==> src/rtl/instr_field_split_if.sv <==
// Fetch/decode handshake bundle for instr_field_split.
// IR_JUMP_TARGET_EN adds the jump_target field.
interface instr_field_split_if;
  logic        in_valid;
  logic        in_ready;
  logic [31:0] in_instr;
  logic [31:0] in_pc;
  logic        out_valid;
  logic        out_ready;
  logic [5:0]  opcode;
  logic [4:0]  rs;
  logic [4:0]  rt;
  logic [4:0]  rd;
  logic [4:0]  shamt;
  logic [5:0]  funct;
  logic [15:0] imm16;
  logic [25:0] offset26;
  logic [31:0] pc_out;
  logic        is_rtype;
  logic        is_jump;
`ifdef IR_JUMP_TARGET_EN
  logic [31:0] jump_target;

  modport master (
    output in_valid, in_instr, in_pc, out_ready,
    input  in_ready, out_valid, opcode, rs, rt, rd,
    input  shamt, funct, imm16, offset26, pc_out,
    input  is_rtype, is_jump, jump_target
  );

  modport slave (
    input  in_valid, in_instr, in_pc, out_ready,
    output in_ready, out_valid, opcode, rs, rt, rd,
    output shamt, funct, imm16, offset26, pc_out,
    output is_rtype, is_jump, jump_target
  );
`else
  modport master (
    output in_valid, in_instr, in_pc, out_ready,
    input  in_ready, out_valid, opcode, rs, rt, rd,
    input  shamt, funct, imm16, offset26, pc_out,
    input  is_rtype, is_jump
  );

  modport slave (
    input  in_valid, in_instr, in_pc, out_ready,
    output in_ready, out_valid, opcode, rs, rt, rd,
    output shamt, funct, imm16, offset26, pc_out,
    output is_rtype, is_jump
  );
`endif
endinterface

==> src/rtl/instr_field_split.sv <==
// Fetch-to-decode FIFO that slices the head MIPS word into its fields.
// IR_JUMP_TARGET_EN adds jump_target formed from the head entry.
module instr_field_split #(
  parameter int DEPTH = 2,
  parameter int PTR_W = $clog2(DEPTH)
) (
  input  logic                clk,
  input  logic                reset_n,
  input  logic                flush,
  instr_field_split_if.slave  bus
);

  localparam logic [PTR_W:0] FULL = (PTR_W+1)'(DEPTH);

  logic [31:0]      r_instr [DEPTH];
  logic [31:0]      r_pc    [DEPTH];
  logic [PTR_W-1:0] r_wr;
  logic [PTR_W-1:0] r_rd;
  logic [PTR_W:0]   r_cnt;

  logic        w_in_ready;
  logic        w_out_valid;
  logic        w_push;
  logic        w_pop;
  logic [31:0] w_head;
  logic [31:0] w_head_pc;

  assign w_in_ready  = (r_cnt != FULL);
  assign w_out_valid = (r_cnt != '0);
  assign w_push = bus.in_valid & w_in_ready & ~flush;
  assign w_pop  = w_out_valid & bus.out_ready & ~flush;

  // Power-of-two depth lets the pointers wrap on their own.
  always_ff @(posedge clk or negedge reset_n) begin
    if (!reset_n) begin
      r_wr  <= '0;
      r_rd  <= '0;
      r_cnt <= '0;
      for (int i = 0; i < DEPTH; i++) begin
        r_instr[i] <= '0;
        r_pc[i]    <= '0;
      end
    end else if (flush) begin
      r_wr  <= '0;
      r_rd  <= '0;
      r_cnt <= '0;
    end else begin
      if (w_push) begin
        r_instr[r_wr] <= bus.in_instr;
        r_pc[r_wr]    <= bus.in_pc;
        r_wr          <= r_wr + 1'b1;
      end
      if (w_pop) begin
        r_rd <= r_rd + 1'b1;
      end
      case ({w_push, w_pop})
        2'b10:   r_cnt <= r_cnt + 1'b1;
        2'b01:   r_cnt <= r_cnt - 1'b1;
        default: r_cnt <= r_cnt;
      endcase
    end
  end

  assign w_head    = r_instr[r_rd];
  assign w_head_pc = r_pc[r_rd];

  assign bus.in_ready  = w_in_ready;
  assign bus.out_valid = w_out_valid;
  assign bus.opcode    = w_head[31:26];
  assign bus.rs        = w_head[25:21];
  assign bus.rt        = w_head[20:16];
  assign bus.rd        = w_head[15:11];
  assign bus.shamt     = w_head[10:6];
  assign bus.funct     = w_head[5:0];
  assign bus.imm16     = w_head[15:0];
  assign bus.offset26  = w_head[25:0];
  assign bus.pc_out    = w_head_pc;
  assign bus.is_rtype  = (w_head[31:26] == 6'h00);
  assign bus.is_jump   = (w_head[31:26] == 6'h02) |
                         (w_head[31:26] == 6'h03);

`ifdef IR_JUMP_TARGET_EN
  assign bus.jump_target = {w_head_pc[31:28], w_head[25:0], 2'b00};
`endif

endmodule
==> src/flat_wrapper.sv <==
// flat-port wrapper written by rule: the top's interface ports become plain ports
module instr_field_split_flat 
#(
  parameter int DEPTH = 2,
  parameter int PTR_W = $clog2(DEPTH)
)
  (clk, reset_n, flush, bus_in_valid, bus_in_instr, bus_in_pc, bus_out_ready, bus_in_ready, bus_out_valid, bus_opcode, bus_rs, bus_rt, bus_rd, bus_shamt, bus_funct, bus_imm16, bus_offset26, bus_pc_out, bus_is_rtype, bus_is_jump);
  instr_field_split_if bus_i ();
  input  logic clk;
  input  logic reset_n;
  input  logic flush;
  input wire logic [$bits(bus_i.in_valid)-1:0] bus_in_valid;
  input wire logic [$bits(bus_i.in_instr)-1:0] bus_in_instr;
  input wire logic [$bits(bus_i.in_pc)-1:0] bus_in_pc;
  input wire logic [$bits(bus_i.out_ready)-1:0] bus_out_ready;
  output wire logic [$bits(bus_i.in_ready)-1:0] bus_in_ready;
  output wire logic [$bits(bus_i.out_valid)-1:0] bus_out_valid;
  output wire logic [$bits(bus_i.opcode)-1:0] bus_opcode;
  output wire logic [$bits(bus_i.rs)-1:0] bus_rs;
  output wire logic [$bits(bus_i.rt)-1:0] bus_rt;
  output wire logic [$bits(bus_i.rd)-1:0] bus_rd;
  output wire logic [$bits(bus_i.shamt)-1:0] bus_shamt;
  output wire logic [$bits(bus_i.funct)-1:0] bus_funct;
  output wire logic [$bits(bus_i.imm16)-1:0] bus_imm16;
  output wire logic [$bits(bus_i.offset26)-1:0] bus_offset26;
  output wire logic [$bits(bus_i.pc_out)-1:0] bus_pc_out;
  output wire logic [$bits(bus_i.is_rtype)-1:0] bus_is_rtype;
  output wire logic [$bits(bus_i.is_jump)-1:0] bus_is_jump;
  assign bus_i.in_valid = bus_in_valid;
  assign bus_i.in_instr = bus_in_instr;
  assign bus_i.in_pc = bus_in_pc;
  assign bus_i.out_ready = bus_out_ready;
  assign bus_in_ready = bus_i.in_ready;
  assign bus_out_valid = bus_i.out_valid;
  assign bus_opcode = bus_i.opcode;
  assign bus_rs = bus_i.rs;
  assign bus_rt = bus_i.rt;
  assign bus_rd = bus_i.rd;
  assign bus_shamt = bus_i.shamt;
  assign bus_funct = bus_i.funct;
  assign bus_imm16 = bus_i.imm16;
  assign bus_offset26 = bus_i.offset26;
  assign bus_pc_out = bus_i.pc_out;
  assign bus_is_rtype = bus_i.is_rtype;
  assign bus_is_jump = bus_i.is_jump;
  instr_field_split #(.DEPTH(DEPTH), .PTR_W(PTR_W)) u_core (.clk(clk), .reset_n(reset_n), .flush(flush), .bus(bus_i));
endmodule
==> config.mk <==
export PLATFORM = sky130hd
export DESIGN_NAME = instr_field_split_flat
export DESIGN_NICKNAME = d
export VERILOG_FILES = /design/src/rtl/instr_field_split_if.sv /design/src/rtl/instr_field_split.sv /design/src/flat_wrapper.sv
export SDC_FILE = /design/constraint.sdc
export NUM_CORES = 1
export LEC_CHECK = 0
export ABC_AREA = 1
export CAP_MARGIN = 20
export CORE_UTILIZATION = 49
export CTS_BUF_LIST = sky130_fd_sc_hd__clkbuf_16
export DETAILED_ROUTE_END_ITERATION = 6
export GPL_ROUTABILITY_DRIVEN = 1
export GPL_TIMING_DRIVEN = 0
export PLACE_DENSITY = 0.93
export SLEW_MARGIN = 20
export SYNTH_ARGS = -nofsm -noshare
export SYNTH_HDL_FRONTEND = slang
export SYNTH_SLANG_ARGS = --single-unit
==> constraint.sdc <==
create_clock -name clk -period 1.9 [get_ports clk]
set_clock_uncertainty 0.15 [all_clocks]
set_input_delay 0.19 -clock clk [delete_from_list [all_inputs] [get_ports clk]]
set_output_delay 0.19 -clock clk [all_outputs]
set_load 0.03 [all_outputs]
==> out/results.tsv <==
stage	metric	value	unit
outcome	status	complete, but fails checks	
outcome	failing checks	negative setup slack	
grt	grt total ovfl	0	
routing	drt first pass iters	5	
timing	WHS	0.107	ns
clock_network	clock root cell	clkbuf_16	
synthesis	largest cells by area after synthesis	dfrtp_1, nand2_1, o21ai_2	
placed_design	hpwl dp	11.1	mm
synthesis	syn nets	836	
power_and_ir_drop	pwr dens	1900	nW/µm²
worst_setup_path	worst-path fanout max	5	
placed_design	DP Area	8760	µm²
worst_setup_path	slowest cell delay on critical path	0.48	ns
timing	Final Hold Viols	0	
worst_setup_path	startpoint types	register	
synthesis	most frequent cell after synthesis	nand2_1	
synthesis	Synth cell types	24	
power_and_ir_drop	P_leak	5.23	nW
final_layout	# diodes	0	
routing	routed vias	5782	
worst_setup_path	WS Path Type	reg2out	
final_layout	fin util	78.0	%
worst_setup_path	Crit. End Element	output pin	
synthesis	ys flop type	dfrtp_1	
worst_setup_path	R2R Setup Slk	0.26	ns
die	Starting Density	50.5	%
routing	Avg WL per Cell	15.1	µm
timing	final worst slack	-0.215	ns
worst_setup_path	critical path required time	1.56	ns
final_layout	fillers	868	
final_layout	layout net count	1049	
clock_network	htree depth	4	
grt	vias in the first global route	5481	
synthesis	EDFF count, synth	0	
power_and_ir_drop	Peak VDD IR	0.926	mV
routing	initial drt markers	417	
grt	All-Layer GR Usage	23.3	%
routing	drc violations	0	
final_layout	register area	3300	µm²
final_layout	share of cells above drive strength 1	48.0	%
worst_setup_path	critical path's slowest cell	dfrtp_2	
synthesis	Synth top cells by count	nand2_1, dfrtp_1, o21ai_2, inv_1, buf_4	
die	num rows	42	
grt	largest net degree at the start of global routing	87	
timing	Slew HR	68.6	%
flow_run	Max Cap Viol	0	
clock_network	Clock Path Buffers	2	
synthesis	synthesized area	6720	µm²
clock_network	Clock Sinks	132	
timing	Slew @ Worst Pin	0.471	ns
synthesis	Yosys top cell area share	49.2	%
timing	minimum clock period after layout	2.11	ns
routing	via/cell ratio	4.95	
routing	final WL	17.7	mm
timing	period utilization	111	%
worst_setup_path	worst r2r dst	u_core.r_rd	
timing	RSZ-0062 raised after global routing	yes	
worst_setup_path	worst-path cell chain	inv_4 -> or2_1 -> o21ai_2 -> inv_2 -> nor3_2 -> buf_4	
worst_setup_path	R2R Path Start	u_core.r_rd	
die	DIE AREA	14200	µm²
routing	Antenna Nets Post-Route	0	
timing	fin. max-slew vios	0	
final_layout	final instance area	10400	µm²
grt	first-pass GRT wire length	26.2	mm
final_layout	Area growth syn-to-layout	54.4	%
die	core area	13300	µm²
worst_setup_path	R2R cell count	7	
synthesis	largest area contributor in the netlist	dfrtp_1	
timing	Setup Total Neg Slack	-7.46	ns
synthesis	synthesized flop and latch total	132	
die	Die Y	119	µm
worst_hold_path	Hold WC Path Type	in2async	
placed_design	PortBufs	178	
die	chip width	119	µm
clock_network	CTS tree	built	
final_layout	multi-input logic area	2970	µm²
die	Ports	179	
grt	antenna violations before repair	0	
clock_network	clock latency on the worst-skew pair	0.40	ns
timing	Max Fclk	473	MHz
clock_network	clock slew at reported path FFs	0.06	ns
placed_design	Final GP Congestion	0.818	
timing	Final setup viols	85	
synthesis	Synth Area per Inst	8.76	µm²
worst_setup_path	crit path DAT	1.77	ns
synthesis	cells after synthesis	767	
synthesis	sequential area share after synthesis	49.2	%
clock_network	number of buffers created by CTS	17	
synthesis	asr flop ratio synth	100	%
synthesis	Synth Warn #	0	
==> repair_timing <==
item	in CTS	in global routing
pin swaps	9	21
setup buffers	2	6
endpoints found under the setup margin	110	98
endpoints found under the hold margin	132	0
cloned	2	5
hold buffers	1	0
gates resized for setup	718	279
==> state kept, by name (all words and copies together) (netlist names) <==
signal,flops
u_core.r_cnt,2
u_core.r_instr,64
u_core.r_pc,64
u_core.r_rd,1
u_core.r_wr,1
==> metal layers <==
metal  part of all wire [%]  track usage [%]
met4                    1.0             6.65
met3                    5.1             5.22
met2                     54             40.4
met1                     40             29.0
met5                      0                0
==> cells in the final DEF, fill, tap and decap left out, drive strengths merged <==
cell	Yosys	layout
a21oi	1	1
buf	78	197
clkbuf	5	23
clkdlybuf4s15	0	3
clkdlybuf4s50	0	67
clkinv	0	11
clkinvlp	0	5
dfrtp	132	132
dlygate4sd2	0	2
dlygate4sd3	0	1
inv	74	74
mux2i	1	1
nand2	330	330
nand3	4	4
nand4	1	1
nor2	6	6
nor3	3	3
o21ai	130	130
o21bai	1	1
or2	1	1
==> worst max path at each step <==
stage | startpoint | end | slack [ns] | cells after the start
floorplan | u_core.r_rd | bus_is_rtype | 0.09 | 6
global placement | reset_n | u_core.r_instr[3] | -4.51 | 1
detailed placement | u_core.r_rd | bus_offset26[7] | -0.52 | 6
CTS | u_core.r_rd | bus_pc_out[15] | -0.18 | 5
global route | u_core.r_rd | bus_is_rtype | -0.30 | 5
finish | u_core.r_rd | bus_is_rtype | -0.21 | 6
==> power by group <==
part	internal, W	total [W]	switching, W
combinational	0.00537	0.0118	0.00643
clock	0.00164	0.00283	0.00119
sequential	0.00413	0.00506	0.000932
==> kinds of logic (layout without fill, tap and decap cells) <==
group	count (synthesis)	count (layout)	synth area share, %
DFF	132	132	49.2
and+or+nand+nor	345	345	20.0
muxes	1	1	0.149
AOI/OAI and AO/OA	132	132	16.5
buffers and inverters	157	383	14.2
==> worst max-delay path, delay by kind of cell (launching register included) <==
family	cells	cell delay (ns)
flops	1	0.48
simple gates	2	0.43
buf+inv	3	0.36
compound gates	1	0.10
==> through the flow <==
step	instances	setup WS, ns	power (W)
after floorplan	767	0.0898	0.0111
after global placement	1121	-4.51	0.0143
after detailed placement	1122	-0.517	0.0146
after CTS	1159	-0.181	0.0175
after global routing	1169	-0.303	0.0207
final	1169	-0.215	0.0197
==> final cells by class <==
type,count,share of cell area (%)
multi-input cells,478,28.7
well taps,176,2.12
inverters,74,2.96
clock buffers,17,4.10
repair buffers,194,20.7
flip-flops and latches,132,31.9
clock inverters,15,0.905
plain buffers,82,8.66
repair inverters,1,0.0603
No activity file was read; power rests on OpenSTA's default activity.
